## config.mk

```make
export PLATFORM = sky130hd
export DESIGN_NAME = alu_mdstep_seq
export DESIGN_NICKNAME = d
export VERILOG_FILES = /design/src/rtl/alu_pkg.sv /design/src/rtl/alu_slice4.sv /design/src/rtl/alu_mdstep_seq.sv
export SDC_FILE = /design/constraint.sdc
export NUM_CORES = 1
export LEC_CHECK = 0
export ABC_AREA = 1
export BUFFER_PORTS_ARGS = -buffer_cell sky130_fd_sc_hd__buf_2
export CAP_MARGIN = 30
export CORE_MARGIN = 4
export CORE_UTILIZATION = 55
export CTS_CLUSTER_SIZE = 14
export DETAILED_ROUTE_END_ITERATION = 16
export HOLD_SLACK_MARGIN = 0.03
export PLACE_DENSITY_LB_ADDON = 0.3
export SYNTH_ARGS = -nofsm -noshare
export SYNTH_HDL_FRONTEND = slang
export SYNTH_SLANG_ARGS = --single-unit
```

## constraint.sdc

```tcl
create_clock -name clk -period 3.2 [get_ports clk]
set_clock_uncertainty 0.05 [all_clocks]
set_input_delay 0.48 -clock clk [delete_from_list [all_inputs] [get_ports clk]]
set_output_delay 0.48 -clock clk [all_outputs]
set_load 0.02 [all_outputs]
```

## src/rtl/alu_pkg.sv

```systemverilog
// alu_pkg: shared definitions for the multiply/divide step sequencer.
// Holds the sequencer state encoding, the op encodings and the 4-bit
// slice function-select values. The carry-lookahead group helper is
// shared by the slice and the top-level lookahead.
package alu_pkg;

    // Sequencer states
    typedef enum logic [1:0] {
        ST_IDLE = 2'd0,
        ST_RUN  = 2'd1,
        ST_DONE = 2'd2
    } state_t;

    // Operation select as presented on the op input
    localparam logic OP_MUL = 1'b0;
    localparam logic OP_DIV = 1'b1;

    // Slice function select: ADD passes b, SUB inverts b (carry-in supplies the +1)
    localparam logic FN_ADD = 1'b0;
    localparam logic FN_SUB = 1'b1;

    // Group generate/propagate over four active-high g/p pairs.
    // Returns {group_generate, group_propagate}.
    function automatic logic [1:0] claGroup(input logic [3:0] g, input logic [3:0] p);
        logic grpG;
        logic grpP;
        grpG = g[3]
             | (p[3] & g[2])
             | (p[3] & p[2] & g[1])
             | (p[3] & p[2] & p[1] & g[0]);
        grpP = &p;
        return {grpG, grpP};
    endfunction

endpackage

```

## src/rtl/alu_slice4.sv

```systemverilog
// alu_slice4: 4-bit arithmetic slice.
// Produces the 4-bit sum plus active-low group propagate/generate so the
// slice can sit directly in front of an external lookahead generator.
// The carry-in is active-low, matching the lookahead generator outputs.
module alu_slice4
    import alu_pkg::*;
(
    input  logic [3:0] a,
    input  logic [3:0] b,
    input  logic       fsel,
    input  logic       cin_n,
    output logic [3:0] f,
    output logic       p_n,
    output logic       g_n
);

    logic [3:0] bSel;
    logic [3:0] bitP;
    logic [3:0] bitG;
    logic [3:0] bitC;
    logic [1:0] grp;

    // Operand conditioning, in-slice lookahead carries, sum and group P/G
    always_comb begin
        bSel = (fsel == FN_SUB) ? ~b : b;
        bitP = a | bSel;
        bitG = a & bSel;
        bitC[0] = ~cin_n;
        bitC[1] = bitG[0] | (bitP[0] & bitC[0]);
        bitC[2] = bitG[1] | (bitP[1] & bitG[0]) | (bitP[1] & bitP[0] & bitC[0]);
        bitC[3] = bitG[2] | (bitP[2] & bitG[1]) | (bitP[2] & bitP[1] & bitG[0])
                | (bitP[2] & bitP[1] & bitP[0] & bitC[0]);
        f   = a ^ bSel ^ bitC;
        grp = claGroup(bitG, bitP);
        g_n = ~grp[1];
        p_n = ~grp[0];
    end

endmodule

```

## src/rtl/alu_mdstep_seq.sv

```systemverilog
// alu_mdstep_seq: iterative unsigned multiply / restoring divide sequencer.
// A (accumulator) and Q are stepped once per clock through a WIDTH-bit adder
// built from alu_slice4 slices and a two-level carry-lookahead.
// WIDTH must be 16 or 32.
// Build option: define ALU_MDSTEP_DIV_EN to build the divide path, the
// trial-subtract mux and divide-by-zero detection. Without it only multiply
// is built and a divide request finishes after one step with err set.
module alu_mdstep_seq
    import alu_pkg::*;
#(
    parameter int WIDTH = 32
) (
    input  logic             clk,
    input  logic             reset,
    input  logic             start,
    input  logic             op,
    input  logic [WIDTH-1:0] a_in,
    input  logic [WIDTH-1:0] b_in,
    output logic             busy,
    output logic             done,
    output logic             err,
    output logic [WIDTH-1:0] result_hi,
    output logic [WIDTH-1:0] result_lo
);

    localparam int NS = WIDTH / 4;
    localparam int NB = NS / 4;
    localparam int CW = $clog2(WIDTH);
    localparam logic [CW-1:0] LAST_STEP = CW'(WIDTH - 1);

    state_t           state_q;
    logic [WIDTH-1:0] acc_q;
    logic [WIDTH-1:0] q_q;
    logic [WIDTH-1:0] m_q;
    logic [CW-1:0]    cnt_q;
    logic             op_q;
    logic             busy_q;
    logic             done_q;
    logic             err_q;

    logic [WIDTH-1:0] addX;
    logic [WIDTH-1:0] addY;
    logic [WIDTH-1:0] addSum;
    logic             addFn;
    logic             addCin;
    logic             addCout;

    logic [NS-1:0]    sliceP_n;
    logic [NS-1:0]    sliceG_n;
    logic [NS-1:0]    sliceProp;
    logic [NS-1:0]    sliceGen;
    logic [NS-1:0]    sliceC;
    logic [NS-1:0]    sliceCin_n;
    logic [NB-1:0]    blockG;
    logic [NB-1:0]    blockP;
    logic [NB:0]      blockC;

    logic [WIDTH-1:0] stepAcc_d;
    logic [WIDTH-1:0] stepQ_d;
`ifdef ALU_MDSTEP_DIV_EN
    logic [WIDTH-1:0] accShift;
`endif

    for (genvar gi = 0; gi < NS; gi++) begin : gSlice
        alu_slice4 uSlice (
            .a     (addX[4*gi +: 4]),
            .b     (addY[4*gi +: 4]),
            .fsel  (addFn),
            .cin_n (sliceCin_n[gi]),
            .f     (addSum[4*gi +: 4]),
            .p_n   (sliceP_n[gi]),
            .g_n   (sliceG_n[gi])
        );
    end

    assign sliceCin_n = ~sliceC;
    assign addCout    = blockC[NB];

    // Two-level lookahead: slice P/G form block P/G, block carries come from
    // a flat lookahead over blocks, and slice carries from a flat lookahead
    // inside each block, so no carry ripples from one slice to the next
    always_comb begin : pLookahead
        logic laAcc;
        logic laTerm;
        laAcc     = 1'b0;
        laTerm    = 1'b0;
        sliceProp = ~sliceP_n;
        sliceGen  = ~sliceG_n;
        blockG    = '0;
        blockP    = '0;
        blockC    = '0;
        sliceC    = '0;
        for (int b = 0; b < NB; b++) begin
            {blockG[b], blockP[b]} = claGroup(sliceGen[4*b +: 4], sliceProp[4*b +: 4]);
        end
        for (int b = 0; b <= NB; b++) begin
            laAcc = addCin;
            for (int m = 0; m < b; m++) begin
                laAcc = laAcc & blockP[m];
            end
            for (int k = 0; k < b; k++) begin
                laTerm = blockG[k];
                for (int m = k + 1; m < b; m++) begin
                    laTerm = laTerm & blockP[m];
                end
                laAcc = laAcc | laTerm;
            end
            blockC[b] = laAcc;
        end
        for (int s = 0; s < NS; s++) begin
            laAcc = blockC[s / 4];
            for (int m = 4 * (s / 4); m < s; m++) begin
                laAcc = laAcc & sliceProp[m];
            end
            for (int k = 4 * (s / 4); k < s; k++) begin
                laTerm = sliceGen[k];
                for (int m = k + 1; m < s; m++) begin
                    laTerm = laTerm & sliceProp[m];
                end
                laAcc = laAcc | laTerm;
            end
            sliceC[s] = laAcc;
        end
    end

    // One multiply or divide step: choose adder operands and form next A/Q
    always_comb begin
        addX      = acc_q;
        addY      = '0;
        addFn     = FN_ADD;
        addCin    = 1'b0;
        stepAcc_d = acc_q;
        stepQ_d   = q_q;
`ifdef ALU_MDSTEP_DIV_EN
        accShift  = {acc_q[WIDTH-2:0], q_q[WIDTH-1]};
`endif
        if (op_q == OP_MUL) begin
            addY      = q_q[0] ? m_q : '0;
            stepAcc_d = {addCout, addSum[WIDTH-1:1]};
            stepQ_d   = {addSum[0], q_q[WIDTH-1:1]};
        end
`ifdef ALU_MDSTEP_DIV_EN
        else begin
            // The bit shifted out of A is the 33rd magnitude bit; when set,
            // the shifted value is certainly >= M so the trial is accepted
            addX   = accShift;
            addY   = m_q;
            addFn  = FN_SUB;
            addCin = 1'b1;
            if (addCout || acc_q[WIDTH-1]) begin
                stepAcc_d = addSum;
                stepQ_d   = {q_q[WIDTH-2:0], 1'b1};
            end else begin
                stepAcc_d = accShift;
                stepQ_d   = {q_q[WIDTH-2:0], 1'b0};
            end
        end
`endif
    end

    // Sequencer: handshake, operand latch, step counter and registered flags
    always_ff @(posedge clk) begin
        if (reset) begin
            state_q <= ST_IDLE;
            acc_q   <= '0;
            q_q     <= '0;
            m_q     <= '0;
            cnt_q   <= '0;
            op_q    <= OP_MUL;
            busy_q  <= 1'b0;
            done_q  <= 1'b0;
            err_q   <= 1'b0;
        end else begin
            done_q <= 1'b0;
            case (state_q)
                ST_IDLE, ST_DONE: begin
                    if (start) begin
                        m_q     <= b_in;
                        q_q     <= a_in;
                        acc_q   <= '0;
                        cnt_q   <= '0;
                        err_q   <= 1'b0;
                        op_q    <= op;
                        busy_q  <= 1'b1;
                        state_q <= ST_RUN;
                    end else begin
                        state_q <= ST_IDLE;
                    end
                end
                ST_RUN: begin
`ifdef ALU_MDSTEP_DIV_EN
                    if (op_q == OP_DIV && m_q == '0) begin
                        acc_q   <= q_q;
                        q_q     <= '1;
                        err_q   <= 1'b1;
                        cnt_q   <= '0;
                        busy_q  <= 1'b0;
                        done_q  <= 1'b1;
                        state_q <= ST_DONE;
                    end
`else
                    if (op_q == OP_DIV) begin
                        acc_q   <= '0;
                        q_q     <= '0;
                        err_q   <= 1'b1;
                        cnt_q   <= '0;
                        busy_q  <= 1'b0;
                        done_q  <= 1'b1;
                        state_q <= ST_DONE;
                    end
`endif
                    else begin
                        acc_q <= stepAcc_d;
                        q_q   <= stepQ_d;
                        cnt_q <= cnt_q + CW'(1);
                        if (cnt_q == LAST_STEP) begin
                            busy_q  <= 1'b0;
                            done_q  <= 1'b1;
                            state_q <= ST_DONE;
                        end
                    end
                end
                default: begin
                    busy_q  <= 1'b0;
                    state_q <= ST_IDLE;
                end
            endcase
        end
    end

    assign busy      = busy_q;
    assign done      = done_q;
    assign err       = err_q;
    assign result_hi = acc_q;
    assign result_lo = q_q;

endmodule

```

==> metrics.yaml, run 1 <==
power:
  power_mw: 2.66
  vdd_drop_max_mv: 0.264
  power_frac_clock: 0.290
  switchingPower_mw: 0.792
  pwr-share-comb: 0.163
  p_leak_nw: 3.85
  p_sw_frac: 0.298
  powerDensity_nw_per_um2: 372
  pwr-share-seq: 0.547
  p_int_mw: 1.87
final_layout:
  fin_area_um2: 7140
  drive_gt1_frac: 0.186
  final_util: 0.659
  nets: 1126
  fill_cells: 991
  syn2layout_area_growth_pct: 16.8
  antenna_cells: 0
  final_cell_count_no_fill: 1130
logic_synthesis:
  yosys-top-cells-area: "dfxtp_1 (35%), nand2_1 (13%), ha_1 (13%)"
  yosysSeqAreaShare: 0.350
  synthSimpleGateAreaFrac: 0.226
  ys_warn_count: 0
  synth_flop_cell: "dfxtp_1"
  yosysMostFrequentCell: "nand2_1"
  synth_fa_ha_area_frac: 0.159
  synthesis.nets: 1008
  synth.area.mux_share: 0
  avgSynthCellArea_um2: 7.05
  synth_top_area_frac: 0.350
  synth_top_family_by_area: "simple AND/OR/NAND/NOR gates"
  synthArstFlopShare: 0
  netlist_top_cells_count: "nand2_1 (217), inv_1 (130), dfxtp_1 (107), nor2_1 (97), ha_1 (65)"
  ys_ff_latch: 107
  yosysTopAreaCell: "dfxtp_1"
  synth_area_um2: 6110
  synth_cell_types: 34
  synth_xor_xnor_area_share: 0.0115
  synth-edff-count: 0
  syn_inst: 867
  synth_compound_area_frac: 0.145
worst_setup_path:
  crit_end: "result_hi[28]"
  startpoint: "op_q"
  crit_type: "reg -> reg"
  r2r_end: "result_hi[28]"
  required_ns: 3.46
  crit_fanout: 15
  crit_path_end_kind: "register"
  rr_worst_depth: 16
  worst-endpoint-arrival_ns: 3.19
  reg2reg_slack_ns: 0.27
  start_kind: "register"
  r2r_start: "op_q"
clock_tree:
  worstSkewPairLatency_ns: 0.38
  numCtsBuffers: 9
  hold_buffers: 0
  clk_pin_slew_ns: 0.10
  cts_tree: "done"
  root_buffer: "clkbuf_8"
  clockBufferDepth: 2
  cts.sinks: 107
  htreeDepth: 3
die:
  placementRows: 38
  core_region_area_um2: 10800
  die_h_um: 113
  ioPinCount: 135
  die_w_um: 113
  dieArea_um2: 12900
  start_util: 0.564
routing:
  drcViolationCount: 0
  wl_mm: 14.3
  top_layer: "met4"
  wl_met3_mm: 1.28
  wl_met2_mm: 6.57
  wl_met1_mm: 6.25
  vias: 5634
  viasPerCell: 4.99
  wl_per_cell_um: 12.7
  drtPass1Iterations: 5
  drt_iter0_drc: 259
  ant_nets: 0
timing:
  setup_viol: 0
  fin_ws_ns: 0.272
  fmax_ghz: 0.342
  setup_tns_ns: 0
  slew_headroom: 0.541
  rsz0062_at_grt: "no"
  period_minus_slack_ns: 2.93
  hold_ws_ns: 0.297
  hold_viol: 0
  fin_crit_sh: 0.915
  maxSlewViolCount: 0
  max_slew.worst_pin.slew_ns: 0.687
global_route:
  grt_max_degree: 67
  grt_pass1_wl_mm: 23.8
  grt_overflow_total: 0
  antenna_found_initial: 0
  grt_pass1_vias: 5303
  track_usage: 0.225
hold_path:
  hold_path_class: "in -> reg"
  worstHoldPathCells: 3
placement:
  pre_cts_ws_ns: 0.254
  dp_hpwl_mm: 10.3
  numPlacedInstances: 1112
  dpl_cell_area_um2: 6910
  io_buffers: 134
  gp_routability_congestion: 0.842
status:
  status: "finished clean"
run:
  drv_cap: 0
[flip-flops by register name, indices dropped and copies added, names as in the netlist]
signal,count
result_hi,32
err,1
state_q,2
cnt_q,5
done,1
busy,1
result_lo,32
op_q,1
m_q,32
[critical path, stage by stage, from the launching register on]
cell and delay, ns:
dfxtp_2 0.42, nor2_4 0.07, buf_12 0.13, clkbuf_16 0.16, nand2_1 0.13, inv_1 0.06
ha_1 0.19, a21oi_2 0.18, nor2_1 0.06, nor2_1 0.16, nor2_1 0.06, nor2_1 0.16
nand4_1 0.21, fa_1 0.45, xor2_1 0.16, nand2_1 0.08, a21oi_1 0.14
[worst min-delay path by stage]
stage | start | endpoint | slack (ns)
after floorplan | state_q[0] | busy | 0.38
after global placement | cnt_q[3] | cnt_q[3] | 0.40
after detailed placement | state_q[0] | busy | 0.40
after CTS | b_in[25] | m_q[25] | 0.27
after global routing | b_in[25] | m_q[25] | 0.30
final | b_in[27] | m_q[27] | 0.30
[layer usage]
metal	GRT usage	vias to the layer above
li1	-	2940
met1	0.280	2525
met2	0.377	154
met3	0.0658	15
met4	0.0721	0
met5	0	-
[logic make-up after synthesis]
group / after synthesis
xor gates and xnor gates: 8
adders and majority gates: 73
buffers and inverters: 174
DFF: 107
and+or+nand+nor: 350
AOI/OAI and AO/OA: 155
[power groups by stage]
stage	Sequential, mW	Clock [mW]	Combinational, mW
4_1_cts	1.45	0.797	0.429
5_1_grt	1.47	0.850	0.488
2_1_floorplan	1.51	0	0.241
3_5_place_dp	1.48	0	0.428
3_3_place_gp	1.48	0	0.422
6_report	1.46	0.771	0.433
[what timing repair did]
action / CTS / global route
gates resized for setup: 0 / 3
buffers inserted: 0 / 1
setup endpoints to repair: 0 / 2
[cell type report]
type	instances	area (um2)	area share
clock buffer	11	141	0.0198
clock inverter	5	37.5	0.00526
inverter	137	514	0.0720
multi-input combinational	586	3330	0.466
sequential	107	2140	0.300
tap	140	175	0.0245
timing repair buffer	144	801	0.112
[cell usage in the layout, fill, tap and decap left out, drive strengths merged]
cell type  synthesis  layout
o221a              1       1
nand4              2       2
dfxtp            107     107
a31oi             17      17
clkinvlp           0       2
clkbuf            26      12
o21ai             51      51
a22oi             17      17
nand3             16      16
nor4               1       1
a221oi             1       1
a21o               2       2
a21oi             59      59
or2                2       2
xor2               2       2
xnor2              6       6
ha                65      65
fa                 8       8
o22ai              5       5
nor2              99      99
o21bai             2       2
nand2            222     222
nor3               8       8
inv              136     137
buf               11     143
clkinv             1       3
Power figures use the tool's default switching activity.
==> run 2: changes to the inputs <==
--- a/config.mk
+++ b/config.mk
@@ -9,7 +9,7 @@
 export BUFFER_PORTS_ARGS = -buffer_cell sky130_fd_sc_hd__buf_2
 export CAP_MARGIN = 30
 export CORE_MARGIN = 4
-export CORE_UTILIZATION = 55
+export CORE_UTILIZATION = 35
 export CTS_CLUSTER_SIZE = 14
 export DETAILED_ROUTE_END_ITERATION = 16
 export HOLD_SLACK_MARGIN = 0.03
==> constraint.sdc (replaced) <==
create_clock -name clk -period 3.2 [get_ports clk]
set_clock_uncertainty 0.05 [all_clocks]
set_input_delay 0.32 -clock clk [delete_from_list [all_inputs] [get_ports clk]]
set_output_delay 0.32 -clock clk [all_outputs]
set_load 0.02 [all_outputs]
==> metrics.yaml, run 2 (synthesized netlist as in run 1, its figures left out) <==
status:
  status: "finished clean"
final_layout:
  final_common_cell: "nand2_1"
  fin_area_um2: 7460
  syn2layout_area_growth_pct: 22.1
  drive_gt1_frac: 0.194
  fill_cells: 1800
  final_util: 0.434
  final_cell_mix: "nand2_1 (217), buf_2 (134), inv_1 (129)"
  ff_latch_area_um2: 2140
  multi_input_area_um2: 3330
  nets: 1132
routing:
  drcViolationCount: 0
  wl_per_cell_um: 12.9
  viasPerCell: 4.59
  vias: 5605
  ant_nets: 0
  drtPass1Iterations: 6
  drt_iter0_drc: 202
  wl_mm: 15.8
worst_setup_path:
  crit_type: "reg -> reg"
  worst-endpoint-arrival_ns: 3.21
  rr_worst_depth: 19
  required_ns: 3.37
  start_kind: "register"
  crit_fanout: 7
  crit_path_end_kind: "register"
die:
  dieArea_um2: 19600
  die_w_um: 140
  core_region_area_um2: 17200
  die_h_um: 140
  placementRows: 48
  start_util: 0.356
  ioPinCount: 135
timing:
  hold_ws_ns: 0.169
  slew_headroom: 0.513
  fin_crit_sh: 0.952
  setup_viol: 0
  hold_viol: 0
  fmax_ghz: 0.328
  max_slew.worst_pin.slew_ns: 0.731
  maxSlewViolCount: 0
  fin_ws_ns: 0.153
  period_minus_slack_ns: 3.05
run:
  drv_cap: 0
power:
  p_leak_nw: 3.96
  powerDensity_nw_per_um2: 420
  vdd_drop_max_mv: 0.238
clock_tree:
  cts_tree: "done"
  clockBufferDepth: 2
  root_buffer: "clkbuf_16"
  cts.sinks: 107
  htreeDepth: 3
  numCtsBuffers: 9
  worstSkewPairLatency_ns: 0.36
  clk_pin_slew_ns: 0.07
global_route:
  antenna_found_initial: 3
  track_usage: 0.161
  grt_pass1_wl_mm: 26.2
  grt_max_degree: 67
  grt_pass1_vias: 5473
  grt_overflow_total: 0
placement:
  pre_cts_ws_ns: 0.244
  dp_hpwl_mm: 11.2
  gp_routability_congestion: 0.828
  dpl_cell_area_um2: 7030
  io_buffers: 134
hold_path:
  worstHoldPathCells: 3
  hold_path_class: "in -> reg"
## run 2: path summary, 6_finish.rpt
check	endpoint	slack, ns	startpoint
max	result_hi[23]	0.15	result_lo[0]
min reg2reg	busy	0.41	state_q[0]
max reg2reg	result_hi[23]	0.15	result_lo[0]
min	m_q[2]	0.17	b_in[2]
## run 2: what timing repair did
action                                  in CTS  in global routing
buffers inserted                             0                  4
endpoints found under the hold margin        0                  0
endpoints found under the setup margin       0                  2
gates resized for setup                      0                  5
hold buffers                                 0                  0
## run 2: per-layer routing
metal  track usage  vias up  wire (um)
met5             0        -         47
met4        0.0428        6        159
met3        0.0553       16       1150
met2         0.260      139       7000
met1         0.205     2479       7460
li1              -     2965          -
## run 2: power by group
| group | leakage, nW | total, mW | internal (mW) | switching, mW |
|---|---|---|---|---|
| Clock | 0.164 | 1.23 | 0.716 | 0.516 |
| Sequential | 0.877 | 1.46 | 1.40 | 0.0513 |
| Combinational | 2.92 | 0.444 | 0.159 | 0.285 |
## run 2: layout make-up
class	count	area share
clock buffers	10	0.0320
flip-flops and latches	107	0.287
multi-input cells	586	0.447
diodes	1	0.000335
well taps	225	0.0377
inverters	137	0.0689
clock inverters	6	0.0127
repair buffers	150	0.114
## run 2: per-stage QoR
| stage | power, mW | TNS, ns | instances |
|---|---|---|---|
| after floorplan | 1.75 | 0 | 867 |
| after global placement | 1.92 | 0 | 1199 |
| after detailed placement | 1.92 | 0 | 1199 |
| after CTS | 3.17 | 0 | 1215 |
| after global routing | 3.29 | -0.000257 | 1221 |
| final | 3.13 | 0 | 1222 |
## run 2: critical path, stage by stage (launching register included)
cell and delay, ns:
dfxtp_2 0.35, inv_1 0.06, nor2_4 0.26, buf_12 0.17
buf_4 0.12, nand2_1 0.06, ha_1 0.20, nor2_1 0.16
nand2_1 0.10, nor2_1 0.14, nand2_2 0.08, nand2_4 0.09
nand2_1 0.06, nand2_1 0.07, a21o_1 0.16, inv_1 0.08
fa_2 0.53, o22ai_1 0.07, inv_1 0.07, nor2_1 0.03
==> run 3: changes to the inputs <==
--- a/config.mk
+++ b/config.mk
@@ -12,6 +12,7 @@
 export CORE_UTILIZATION = 35
 export CTS_CLUSTER_SIZE = 14
 export DETAILED_ROUTE_END_ITERATION = 16
+export GPL_TIMING_DRIVEN = 0
 export HOLD_SLACK_MARGIN = 0.03
 export PLACE_DENSITY_LB_ADDON = 0.3
 export SYNTH_ARGS = -nofsm -noshare
==> metrics.yaml, run 3 (synthesized netlist as in run 1, its figures left out) <==
timing:
  maxSlewViolCount: 0
  period_minus_slack_ns: 2.96
  slew_headroom: 0.582
  hold_ws_ns: 0.162
  hold_viol: 0
  max_slew.worst_pin.slew_ns: 0.628
  fin_crit_sh: 0.924
  setup_viol: 0
  fmax_ghz: 0.338
placement:
  dp_hpwl_mm: 13.3
  io_buffers: 134
  gp_routability_congestion: 0.799
  numPlacedInstances: 1226
clock_tree:
  hold_buffers: 0
  cts_tree: "done"
  clockBufferDepth: 2
  root_buffer: "clkbuf_16"
  clk_pin_slew_ns: 0.08
  worstSkewPairLatency_ns: 0.36
  numCtsBuffers: 9
  cts.sinks: 107
  htreeDepth: 3
worst_setup_path:
  required_ns: 3.38
  crit_fanout: 10
  crit_type: "reg -> reg"
  reg2reg_slack_ns: 0.24
  crit_path_end_kind: "register"
  start_kind: "register"
  worst-endpoint-arrival_ns: 3.13
die:
  dieArea_um2: 19600
  core_region_area_um2: 17200
  die_w_um: 140
  ioPinCount: 135
  die_h_um: 140
  placementRows: 48
  start_util: 0.356
routing:
  wl_mm: 17.6
  wl_per_cell_um: 14.1
  drtPass1Iterations: 5
  ant_nets: 0
  vias: 5776
  viasPerCell: 4.62
  drcViolationCount: 0
  drt_iter0_drc: 280
final_layout:
  antenna_cells: 0
  final_util: 0.438
  fill_cells: 1853
  drive_gt1_frac: 0.198
  final_cell_count_no_fill: 1249
  final_cell_mix: "nand2_1 (215), buf_2 (142), inv_1 (127)"
  syn2layout_area_growth_pct: 23.1
  nets: 1160
  final_common_cell: "nand2_1"
power:
  power_frac_clock: 0.378
  p_sw_frac: 0.289
  p_int_mw: 2.20
  pwr-share-comb: 0.153
  vdd_drop_max_mv: 0.270
  p_leak_nw: 3.98
  power_mw: 3.10
  pwr-share-seq: 0.469
  switchingPower_mw: 0.896
  powerDensity_nw_per_um2: 412
run:
  drv_cap: 0
global_route:
  track_usage: 0.179
  grt_pass1_vias: 5671
  antenna_found_initial: 1
  grt_max_degree: 19
  grt_overflow_total: 0
  grt_pass1_wl_mm: 28.3
hold_path:
  hold_path_class: "in -> reg"
status:
  status: "finished clean"
==> run 3: area by class of cell <==
cell class                 instances  area, um2  area share
buffer                            37        179      0.0238
clock inverter                     6       72.6     0.00965
sequential                       107       2150       0.285
tap                              225        282      0.0374
multi-input combinational        586       3350       0.445
timing repair buffer             141        741      0.0985
inverter                         137        514      0.0684
clock buffer                      10        239      0.0318
==> run 3: timing repair <==
action / 4_1_cts / 5_1_grt
setup buffers: 0 / 6
endpoints found under the setup margin: 7 / 5
resized for setup: 7 / 26
pin swaps: 0 / 5
cloned: 0 / 1
==> run 3: final timing paths <==
path                              startpoint            end  depth (start not counted)
worst max-delay path            result_lo[0]  result_hi[23]                         14
worst max register to register  result_lo[0]  result_hi[23]                         14
worst min register to register    state_q[0]           busy                          1
worst min-delay path                 b_in[0]         m_q[0]                          3
==> run 3: power groups by stage <==
stage / Clock (mW) / Combinational, mW / Sequential [mW]
5_1_grt: 1.24 / 0.532 / 1.46
2_1_floorplan: 0 / 0.241 / 1.51
3_5_place_dp: 0 / 0.461 / 1.48
4_1_cts: 1.20 / 0.466 / 1.45
3_3_place_gp: 0 / 0.454 / 1.48
6_report: 1.17 / 0.473 / 1.45
==> run 3: critical path, cell delays in order, from the launching register on <==
cell	delay, ns
dfxtp_4	0.36
inv_2	0.04
nor2_4	0.24
buf_6	0.20
nand2_1	0.09
ha_1	0.23
nor4_2	0.47
nand2_1	0.10
nand2_1	0.07
a21o_1	0.18
inv_2	0.06
fa_2	0.53
o22ai_1	0.07
inv_1	0.08
nor2_1	0.03
==> run 3: stage by stage <==
step	instance area, um2	setup WS, ns	TNS (ns)
final	7520	0.243	0
after global routing	7520	-0.0168	-0.0168
after CTS	7390	0.0411	0
after detailed placement	7060	-0.395	-1.25
after global placement	7060	-0.360	-1.11
after floorplan	6110	0.241	0
==> run 3: metal layers <==
metal | global-route usage | wire length, um | vias up
li1 | - | - | 3011
met1 | 0.237 | 8150 | 2615
met2 | 0.289 | 8010 | 135
met3 | 0.0536 | 1220 | 13
met4 | 0.0377 | 177 | 2
met5 | 0 | 7 | -
